### config.mk
export PLATFORM = sky130hd
export DESIGN_NAME = shift_engine
export DESIGN_NICKNAME = d
export VERILOG_FILES = /design/src/rtl/shift_engine.sv
export SDC_FILE = /design/constraint.sdc
export NUM_CORES = 1
export LEC_CHECK = 0
export CAP_MARGIN = 0
export CORE_MARGIN = 2
export CORE_UTILIZATION = 46
export DETAILED_ROUTE_END_ITERATION = 16
export GPL_ROUTABILITY_DRIVEN = 0
export PLACE_DENSITY = 0.82
export SYNTH_ARGS = -nofsm -noshare
export SYNTH_HDL_FRONTEND = slang
export SYNTH_SLANG_ARGS = --single-unit
### constraint.sdc
create_clock -name clk -period 2.21 [get_ports clk]
set_clock_uncertainty 0.2 [all_clocks]
set_input_delay 0.442 -clock clk [delete_from_list [all_inputs] [get_ports clk]]
set_output_delay 0.442 -clock clk [all_outputs]
set_load 0.1 [all_outputs]
### src/rtl/shift_engine.sv
// Full-duplex serial/parallel shift engine with a frame FSM and an rxData/rxValid/rxAck holding register.
// Optional sticky overrun detection is enabled by defining SHIFT_ENGINE_OVERRUN_EN.
module shift_engine #(
  parameter int width = 8
) (
  input  logic             clk,
  input  logic             reset_n,
  input  logic             sampleEdge,
  input  logic             shiftEdge,
  input  logic             start,
  input  logic             lsbFirst,
  input  logic [width-1:0] parallelDataIn,
  input  logic             serialDataIn,
  input  logic             rxAck,
  output logic             serialDataOut,
  output logic [width-1:0] parallelDataOut,
  output logic [width-1:0] rxData,
  output logic             rxValid,
  output logic             rxOverrun,
  output logic             busy,
  output logic             frameDone
);

  localparam int CNT_W = $clog2(width + 1);
  localparam logic [CNT_W-1:0] LAST_BIT = CNT_W'(width - 1);

  typedef enum logic {IDLE, SHIFT} state_t;

  state_t           state;
  state_t           stateNext;
  logic [width-1:0] shiftReg;
  logic [width-1:0] shiftNext;
  logic [CNT_W-1:0] bitCnt;
  logic             sampleBit;
  logic             pending;
  logic             lsbLatched;
  logic             doLoad;
  logic             doShift;
  logic             doComplete;

  function automatic logic [width-1:0] shiftIn(input logic [width-1:0] v,
                                               input logic lsb,
                                               input logic b);
    return lsb ? {b, v[width-1:1]} : {v[width-2:0], b};
  endfunction

  assign shiftNext       = shiftIn(shiftReg, lsbLatched, sampleBit);
  assign parallelDataOut = shiftReg;
  assign serialDataOut   = lsbLatched ? shiftReg[0] : shiftReg[width-1];

  always_ff @(posedge clk or negedge reset_n) begin
    if (!reset_n) state <= IDLE;
    else          state <= stateNext;
  end

  always_comb begin
    stateNext  = state;
    doLoad     = 1'b0;
    doShift    = 1'b0;
    doComplete = 1'b0;
    busy       = 1'b0;
    case (state)
      IDLE: begin
        if (start) begin
          doLoad    = 1'b1;
          stateNext = SHIFT;
        end
      end
      SHIFT: begin
        busy = 1'b1;
        // A shift edge only counts once a bit has been sampled for it.
        if (shiftEdge && pending) begin
          doShift = 1'b1;
          if (bitCnt == LAST_BIT) begin
            doComplete = 1'b1;
            stateNext  = IDLE;
          end
        end
      end
      default: stateNext = IDLE;
    endcase
  end

  // Shift datapath: load on start, then sample/shift while framing
  always_ff @(posedge clk or negedge reset_n) begin
    if (!reset_n) begin
      shiftReg   <= '0;
      bitCnt     <= '0;
      sampleBit  <= 1'b0;
      pending    <= 1'b0;
      lsbLatched <= 1'b0;
    end else if (doLoad) begin
      shiftReg   <= parallelDataIn;
      lsbLatched <= lsbFirst;
      bitCnt     <= '0;
      pending    <= 1'b0;
    end else if (state == SHIFT) begin
      if (doShift) begin
        shiftReg <= shiftNext;
        bitCnt   <= bitCnt + CNT_W'(1);
      end
      // A coincident sample re-arms pending after the shift consumed the old bit.
      if (sampleEdge) begin
        sampleBit <= serialDataIn;
        pending   <= 1'b1;
      end else if (doShift) begin
        pending <= 1'b0;
      end
    end
  end

  // Receive holding register; a completion write beats a coincident ack
  always_ff @(posedge clk or negedge reset_n) begin
    if (!reset_n) begin
      rxData    <= '0;
      rxValid   <= 1'b0;
      frameDone <= 1'b0;
    end else begin
      frameDone <= doComplete;
      if (doComplete) begin
        rxData  <= shiftNext;
        rxValid <= 1'b1;
      end else if (rxAck) begin
        rxValid <= 1'b0;
      end
    end
  end

`ifdef SHIFT_ENGINE_OVERRUN_EN
  always_ff @(posedge clk or negedge reset_n) begin
    if (!reset_n)                           rxOverrun <= 1'b0;
    else if (doComplete && rxValid && !rxAck) rxOverrun <= 1'b1;
    else if (rxAck)                         rxOverrun <= 1'b0;
  end
`else
  assign rxOverrun = 1'b0;
`endif

endmodule

==> impl_metrics.env <==
export IMPL_cpPeakStageDelay_ns=0.39
export IMPL_hold_buffers=0
export IMPL_postRouteAntennaNets=0
export IMPL_syn_area_per_cell_um2=11.5
export IMPL_reg2reg_slack_ns=0.51
export IMPL_globalRouteMet2Util=0.316
export IMPL_endpoint_kind="output port"
export IMPL_initial_core_util=0.488
export IMPL_cts_buffer_depth=2
export IMPL_worst_ep_arrival_time_ns=1.26
export IMPL_post_drt_wl_per_cell_um=15.4
export IMPL_hold_violations=0
export IMPL_grt_pass1_wl_mm=4.57
export IMPL_grtUsageTotal=0.187
export IMPL_synth_area_mm2=0.00122
export IMPL_synth_seq_cells=26
export IMPL_clk_latency_ns=0.32
export IMPL_cts_sinks=26
export IMPL_drive_above_1_share=0.345
export IMPL_drt_iter0_markers=10
export IMPL_grtUsageMet1=0.243
export IMPL_htree_num_levels=1
export IMPL_grt_busiest_layer="met2"
export IMPL_rsz0062_at_grt="no"
export IMPL_die_area_mm2=0.00308
export IMPL_die_y_um=55.5
export IMPL_routed_via_density=5.37
export IMPL_finalMaxSlewViolations=0
export IMPL_tns_ns=0
export IMPL_numCtsBuffers=3
export IMPL_post_cts_resized=0
export IMPL_cp_startpoint="lsbLatched$_DFFE_PN0P_"
export IMPL_syn2layout_area_growth_pct=35.3
export IMPL_syn_nets=123
export IMPL_layout_min_cycle_time_ns=1.90
export IMPL_num_antenna_cells=0
export IMPL_yosys_warnings=0
export IMPL_max_cap_violations=0
export IMPL_drt_pre_antenna_iters=4
export IMPL_wirelength_mm=2.69
export IMPL_port_buffers=35
export IMPL_worst_path_max_fanout=2
export IMPL_overflow=0
export IMPL_status="completed"
export IMPL_crit_path_start_kind="flip-flop"
export IMPL_use_met3=0.0304
export IMPL_reg2reg_from="bitCnt[0]$_DFFE_PN0P_"
export IMPL_dp_hpwl_mm=2.05
export IMPL_rr_endpoint="rxData[7]$_DFFE_PN0P_"
export IMPL_die_w_um=55.5
export IMPL_seq_area_frac_synth=0.533
export IMPL_fmax_mhz=526
export IMPL_clkTransAtPathRegs_ns=0.14
export IMPL_worstSetupPathType="flip-flop to output port"
export IMPL_vias=939
export IMPL_setup_viol=0
export IMPL_ys_types=27
export IMPL_fin_crit_sh=0.859
export IMPL_drcViolationCount=0
export IMPL_hp_class="input port to asynchronous set/reset pin"
export IMPL_grt_max_degree=27
export IMPL_r2r_cells=5
export IMPL_cts_tree="yes"
export IMPL_final_nets=163
export IMPL_critPathSlowestCell="dfrtp_1"
export IMPL_ios=37
export IMPL_netlist_instances=106
export IMPL_antenna_found_initial=0
export IMPL_coreArea_mm2=0.00250
export IMPL_grt_pass1_vias=999
export IMPL_clockRootBuffer="clkbuf_4"
export IMPL_num_rows=18
export IMPL_cts_setup_buffers=0
export IMPL_worstPathRequired_ns=1.57
export IMPL_worstPathCellList="mux2_2 > buf_12"
-- synthesized netlist by cell type --
master	n	area (um2)
buf_6	1	11.3
conb_1	1	3.75
ha_1	1	12.5
a211o_1	1	8.76
nor3b_1	2	15.0
nand3_1	8	40.0
and3_1	1	6.26
clkbuf_1	2	7.51
mux2_4	5	75.1
nor2b_1	1	6.26
nand3_2	1	10.0
nand2b_1	1	6.26
a221o_1	2	20.0
inv_1	3	11.3
nand2_1	15	56.3
o21ai_0	2	10.0
dfrtp_1	26	651
buf_2	3	15.0
and2b_1	1	7.51
nor3_2	1	10.0
buf_4	1	7.51
a21o_1	1	7.51
a22oi_1	6	45.0
mux2i_1	5	50.1
nand4_1	1	6.26
nor2_1	5	18.8
mux2_2	9	101
-- cell families (layout without fill, tap and decap cells) --
| kind of cell | count (synthesis) | in the layout | share of synthesized area |
|---|---|---|---|
| AND/OR/NAND/NOR | 37 | 37 | 0.150 |
| flip-flops | 26 | 26 | 0.533 |
| buffers and inverters | 10 | 49 | 0.0431 |
| adder cells (fa/ha/maj) | 1 | 1 | 0.0103 |
| AO/OA/AOI/OAI | 12 | 12 | 0.0749 |
| multiplexers | 19 | 19 | 0.186 |
| other | 1 | 1 | 0.00307 |
-- worst max path at each step --
stage	endpoint	slack, ns	cells after the start
after CTS	serialDataOut	0.31	2
after floorplan	serialDataOut	0.29	1
after detailed placement	rxData[7]$_DFFE_PN0P_	0.08	5
after global routing	serialDataOut	0.25	2
final	serialDataOut	0.31	2
after global placement	rxData[7]$_DFFE_PN0P_	0.11	5
-- cells in the final DEF (no fill, tap or decap), types with 2 or more instances in the layout --
| cell type | netlist | routed |
|---|---|---|
| a221o_1 | 2 | 2 |
| a22oi_1 | 6 | 6 |
| buf_12 | 0 | 2 |
| buf_4 | 1 | 25 |
| clkbuf_4 | 0 | 3 |
| clkdlybuf4s50_1 | 0 | 15 |
| dfrtp_1 | 26 | 23 |
| dfrtp_2 | 0 | 3 |
| inv_1 | 3 | 3 |
| mux2_2 | 9 | 9 |
| mux2_4 | 5 | 5 |
| mux2i_1 | 5 | 5 |
| nand2_1 | 15 | 15 |
| nand3_1 | 8 | 8 |
| nor2_1 | 5 | 5 |
| nor3b_1 | 2 | 2 |
| o21ai_0 | 2 | 2 |
-- per-layer routing --
| layer | vias to the layer above | wire length (um) |
|---|---|---|
| li1 | 444 | - |
| met1 | 468 | 1200 |
| met2 | 23 | 1370 |
| met3 | 4 | 86 |
| met4 | 0 | 31 |
| met5 | - | 0 |
-- area by class of cell --
class | count | area [um2]
Clock buffer | 3 | 22.5
Fill cell | 206 | 850
Clock inverter | 1 | 30.0
Tap cell | 30 | 37.5
Timing Repair Buffer | 42 | 378
Multi-Input combinational cell | 70 | 517
Sequential cell | 26 | 654
Inverter | 3 | 11.3
-- registers in the layout (all words and copies together) (netlist names) --
register         cells
bitCnt               4
frameDone            1
lsbLatched           1
parallelDataOut      8
pending              1
rxData               8
rxValid              1
sampleBit            1
state                1
-- stage by stage --
stage | instance area (um2) | instances | hold slack [ns] | utilization | setup slack (ns)
2_1_floorplan | 1220 | 106 | -0.0536 | - | 0.295
3_3_place_gp | 1600 | 171 | 0.270 | 0.639 | 0.112
3_5_place_dp | 1600 | 171 | 0.278 | 0.639 | 0.0833
4_1_cts | 1650 | 175 | 0.268 | 0.660 | 0.309
5_1_grt | 1650 | 175 | 0.266 | 0.660 | 0.246
6_report | 1650 | 175 | 0.259 | 0.660 | 0.311
-- worst max-delay path, delay by kind of cell, from the launching register on --
family                 cells  cell delay [ns]
buffers and inverters      1             0.17
flip-flops                 1             0.39
multiplexers               1             0.37
Power is left out: the tool's default activity adds up to more than one toggle a clock period on the data nets, which glitch-free logic cannot reach.
==> RTL change 1: new RTL, same flow settings <==
Set the parameter `width` to 4 (it was 8).
--- a/src/rtl/shift_engine.sv
+++ b/src/rtl/shift_engine.sv
@@ -1,7 +1,7 @@
 // Full-duplex serial/parallel shift engine with a frame FSM and an rxData/rxValid/rxAck holding register.
 // Optional sticky overrun detection is enabled by defining SHIFT_ENGINE_OVERRUN_EN.
 module shift_engine #(
-  parameter int width = 8
+  parameter int width = 4
 ) (
   input  logic             clk,
   input  logic             reset_n,
Ports: changed (resized parallelDataIn, parallelDataOut and rxData); port bits go from 37 to 25. No check against the original RTL was run, so the function may have changed too.
==> RTL change 1 against the unedited design <==
Setup slack worse by 110 ps; area after synthesis shrank 38%; global-route usage decreased by 2.5 points; synthesized cell count shrank 33%; wire length down 48%; first-iteration DRC count shrank 70%; cell area shrank 37%; sequential cell count down 9; via count decreased by 38%; critical path type unchanged.
Power is left out: the tool's default activity adds up to more than one toggle a clock period on the data nets, which glitch-free logic cannot reach.
==> RTL change 1: results (changes against the unedited design) <==
status completed (unchanged); post-CTS resize count 0 (unchanged); WL final 1400 microns (was 2690 microns); # Post-CTS Setup Buffers 0 (unchanged); Net Count, Synth 85 (was 123); GRT Total Usage 16.1% (was 18.7%); ant diodes 0 (unchanged); share of post-route cells with drive strength above 1 24.7% (was 34.5%); Crit path max-delay family flip-flops (unchanged); vias per cell 5.14 (was 5.37); sequential share of the synthesized area 55.8% (was 53.3%); nets 112 (was 163); H-tree Lvls 1 (unchanged); critical path's slowest cell dfrtp_1 (unchanged); synth unique cells 17 (was 27); CTS Buf Count 3 (unchanged); first-pass GRT wire length 2290 microns (was 4570 microns); dpl hpwl 1110 microns (was 2050 microns); maximum net fanout on the critical path 6 (was 2); Bufs on Longest Clock Path 2 (unchanged); Yosys Warn Count 0 (unchanged); largest net degree at the start of global routing 18 (was 27); worst skew pair latency 280 ps (was 320 ps); port bufs 23 (was 35); Starting DRT DRC Count 3 (was 10); WP data arrival 1370 ps (was 1260 ps); Clk pin slew, worst setup/hold paths 90 ps (was 140 ps); fillers 132 (was 206); initial antenna violation count 0 (unchanged); Hold/Removal Path Class input port to async pin (unchanged); Root Buffer clkbuf_4 (unchanged); Max stage delay on crit path 520 ps (was 390 ps); Async S/R FF share, synth 100% (unchanged); commonest cells in the netlist 17 x dfrtp_1, 10 x nand2_1, 9 x o21ai_0 (was 26 x dfrtp_1, 15 x nand2_1, 9 x mux2_2); main area contributors after synthesis dfrtp_1 56%, o21ai_0 5.9%, a221o_1 5.3% (was dfrtp_1 53%, mux2_2 8.3%, mux2_4 6.2%); vias in the first global route 559 (was 999); TritonRoute pass-1 iters 4 (unchanged)
[RTL change 1: cell types whose count changed in the layout (fill, tap and decap cells not counted), sizes merged, moves of 2 or more]
cell / delta
clkdlybuf4s50: -4
nor3b: -2
a22oi: -6
dfrtp: -9
buf: -13
o21ai: +7
nand3: -5
nand2: -5
mux2: -12
a221o: +2
[RTL change 1: final timing paths]
check	depth (start not counted)	slack, ps	endpoint	startpoint
max reg2reg	3	740	parallelDataOut[2]	state
max in group asynchronous	2	1330	parallelDataOut[0]	reset_n
min	2	280	bitCnt[0]	reset_n
min in group clk	2	290	rxData[2]	rxData[2]
min reg2reg	2	290	rxData[2]	rxData[2]
max	2	200	serialDataOut	lsbLatched
[RTL change 1: per-stage QoR]
step,instance area [sq um],std cells,setup WS (ps),hold WS (ps)
final,1030,113,198,278
after detailed placement,1010,109,344,273
after CTS,1030,113,178,280
after global routing,1030,113,130,287
after global placement,1010,109,355,263
after floorplan,764,71,236,-53.6
[RTL change 1: final cells by class]
cell class                      count  area share (%)
Clock buffer                        4            2.54
Multi-Input combinational cell     47            29.4
Timing Repair Buffer               25            23.2
Tap cell                           16            1.94
Inverter                            4            1.45
Sequential cell                    17            41.4
[RTL change 1: logic make-up after synthesis]
family | after synthesis | synth area share [%]
buffers and inverters | 7 | 4.27
DFF | 17 | 55.8
AOI/OAI and AO/OA | 13 | 11.2
muxes | 6 | 8.21
adders and majority gates | 2 | 3.28
other | 1 | 0.492
and+or+nand+nor | 25 | 16.7
[RTL change 1: worst reg2reg max path, cell delays in order, from the launching register on]
cell and delay [ps]:
dfrtp_1 490, nand2b_4 210, and2_4 170, a221o_1 290
[RTL change 1: routing by layer]
| layer | GRT usage, % | share of wire [%] | vias to the layer above | wire length, microns |
|---|---|---|---|---|
| met1 | 21.0 | 43 | 273 | 607 |
| met4 | 9.09 | 0.86 | 0 | 12 |
| li1 | - | - | 296 | - |
| met2 | 24.9 | 51 | 10 | 716 |
| met3 | 3.60 | 4.3 | 2 | 60 |
| met5 | 0 | 0 | - | 0 |
==> RTL change 2: new RTL, same settings <==
Without the edit above. One comparison of `bitCnt` changes from == to >=.
--- a/src/rtl/shift_engine.sv
+++ b/src/rtl/shift_engine.sv
@@ -71,7 +71,7 @@
         // A shift edge only counts once a bit has been sampled for it.
         if (shiftEdge && pending) begin
           doShift = 1'b1;
-          if (bitCnt == LAST_BIT) begin
+          if (bitCnt >= LAST_BIT) begin
             doComplete = 1'b1;
             stateNext  = IDLE;
           end
Function: same outputs for any inputs over 10 cycles, from zero or initial values and one cycle with reset_n low; that may be too few to reach the edited logic, so the function may still have changed.
==> RTL change 2 against the unedited design <==
Critical path depth unchanged; highest routed layer unchanged; global-route usage up 0.61 points; critical path type unchanged; area after synthesis rose by 0.72%; sequential cell count unchanged; wire length shrank 2.0%; cell area increased by 1.5%; sequential share of layout area down 0.67 points; largest cell class unchanged; setup slack worse by 61 ps.
Power is left out: the tool's default activity adds up to more than one toggle a clock period on the data nets, which glitch-free logic cannot reach.
==> RTL change 2: results (changes against the unedited design) <==
met3 wire length 157 microns (was 86 microns); Bufs on Longest Clock Path 2 (unchanged); R2R Path Start bitCnt[0] (unchanged); Non-clock buffer share 23.6% (was 22.9%); reg2reg end rxData[3] (was rxData[7]); commonest cells in the netlist 26 x dfrtp_1, 14 x nand2_1, 10 x mux2_1 (was 26 x dfrtp_1, 15 x nand2_1, 9 x mux2_2); vias per cell 5.34 (was 5.37); Net Count, Synth 122 (was 123); GR Util met2 32.1% (was 31.6%); first-pass GRT wire length 4660 microns (was 4570 microns); Max stage delay on crit path 440 ps (was 390 ps); nets 162 (was 163); Non-Clock Buffer Count 41 (was 42); area of the multi-input gates 533 sq um (was 517 sq um); clock buffer count 3 (unchanged); Hold/Removal Path Class input port to async pin (unchanged); crit path to serialDataOut (unchanged); comb_multi_in 72 (was 70); worst skew pair latency 330 ps; Cells after Synth 105 (was 106); Reg2Reg Depth 4 (was 5); maximum net fanout on the critical path 3 (was 2); Clock-cell share 3.14% (was 3.18%); H-tree Lvls 1 (unchanged); TritonRoute pass-1 iters 4 (unchanged); Async S/R FF share, synth 100% (unchanged); Yosys reg bits 26 (unchanged); R2R setup slack 500 ps; Starting DRT DRC Count 17 (was 10); met1 Use GR 24.5% (was 24.3%); # Post-CTS Setup Buffers 0 (unchanged); Metal-1 WL 1190 microns (was 1200 microns); Signal inverters 1 (was 3); max layer used met4 (unchanged); vias in the first global route 1016 (was 999); dpl hpwl 2010 microns (was 2050 microns); Layout Cells excl Fill 174 (was 175); status completed (unchanged); largest net degree at the start of global routing 27 (unchanged); WHS 256 ps (was 259 ps); Yosys Warn Count 0 (unchanged); routed length on met2 1240 microns (was 1370 microns); main area contributors after synthesis dfrtp_1 53%, mux2_1 9.2%, nand2_1 4.3% (was dfrtp_1 53%, mux2_2 8.3%, mux2_4 6.2%); FF/Latch Area 653 sq um (was 654 sq um); GRT Total Usage 19.3% (was 18.7%); post-CTS resize count 0 (unchanged); share of post-route cells with drive strength above 1 27.8% (was 34.5%); ant diodes 0 (unchanged); sequential share of the synthesized area 53.0% (was 53.3%); fillers 203 (was 206); WL final 2630 microns (was 2690 microns); initial antenna violation count 0 (unchanged); Clk pin slew, worst setup/hold paths 140 ps (about the same); synth unique cells 29 (was 27); met3 usage 2.79% (was 3.04%)
-- RTL change 2: stage by stage --
stage          util (%)  setup WS [ps]  cell area (sq um)
4_1_cts            67.0            228               1680
3_5_place_dp       64.9            210               1620
3_3_place_gp       64.9            241               1620
5_1_grt            67.0            193               1680
2_1_floorplan         -           85.6               1230
6_report           67.0            250               1680
-- RTL change 2: worst max-delay path, delay by kind of cell (launching register included) --
kind | cells | cell delay, ps
buffers and inverters | 1 | 170
DFF | 1 | 440
muxes | 1 | 380
-- RTL change 2: kinds of logic after synthesis --
logic type / after synthesis / synth area share [%]
AND/OR/NAND/NOR: 36 / 16.1
flip-flops: 26 / 53.0
AO/OA/AOI/OAI: 17 / 10.7
multiplexers: 17 / 15.3
buffers and inverters: 7 / 3.66
adder cells (fa/ha/maj): 1 / 1.02
other: 1 / 0.305
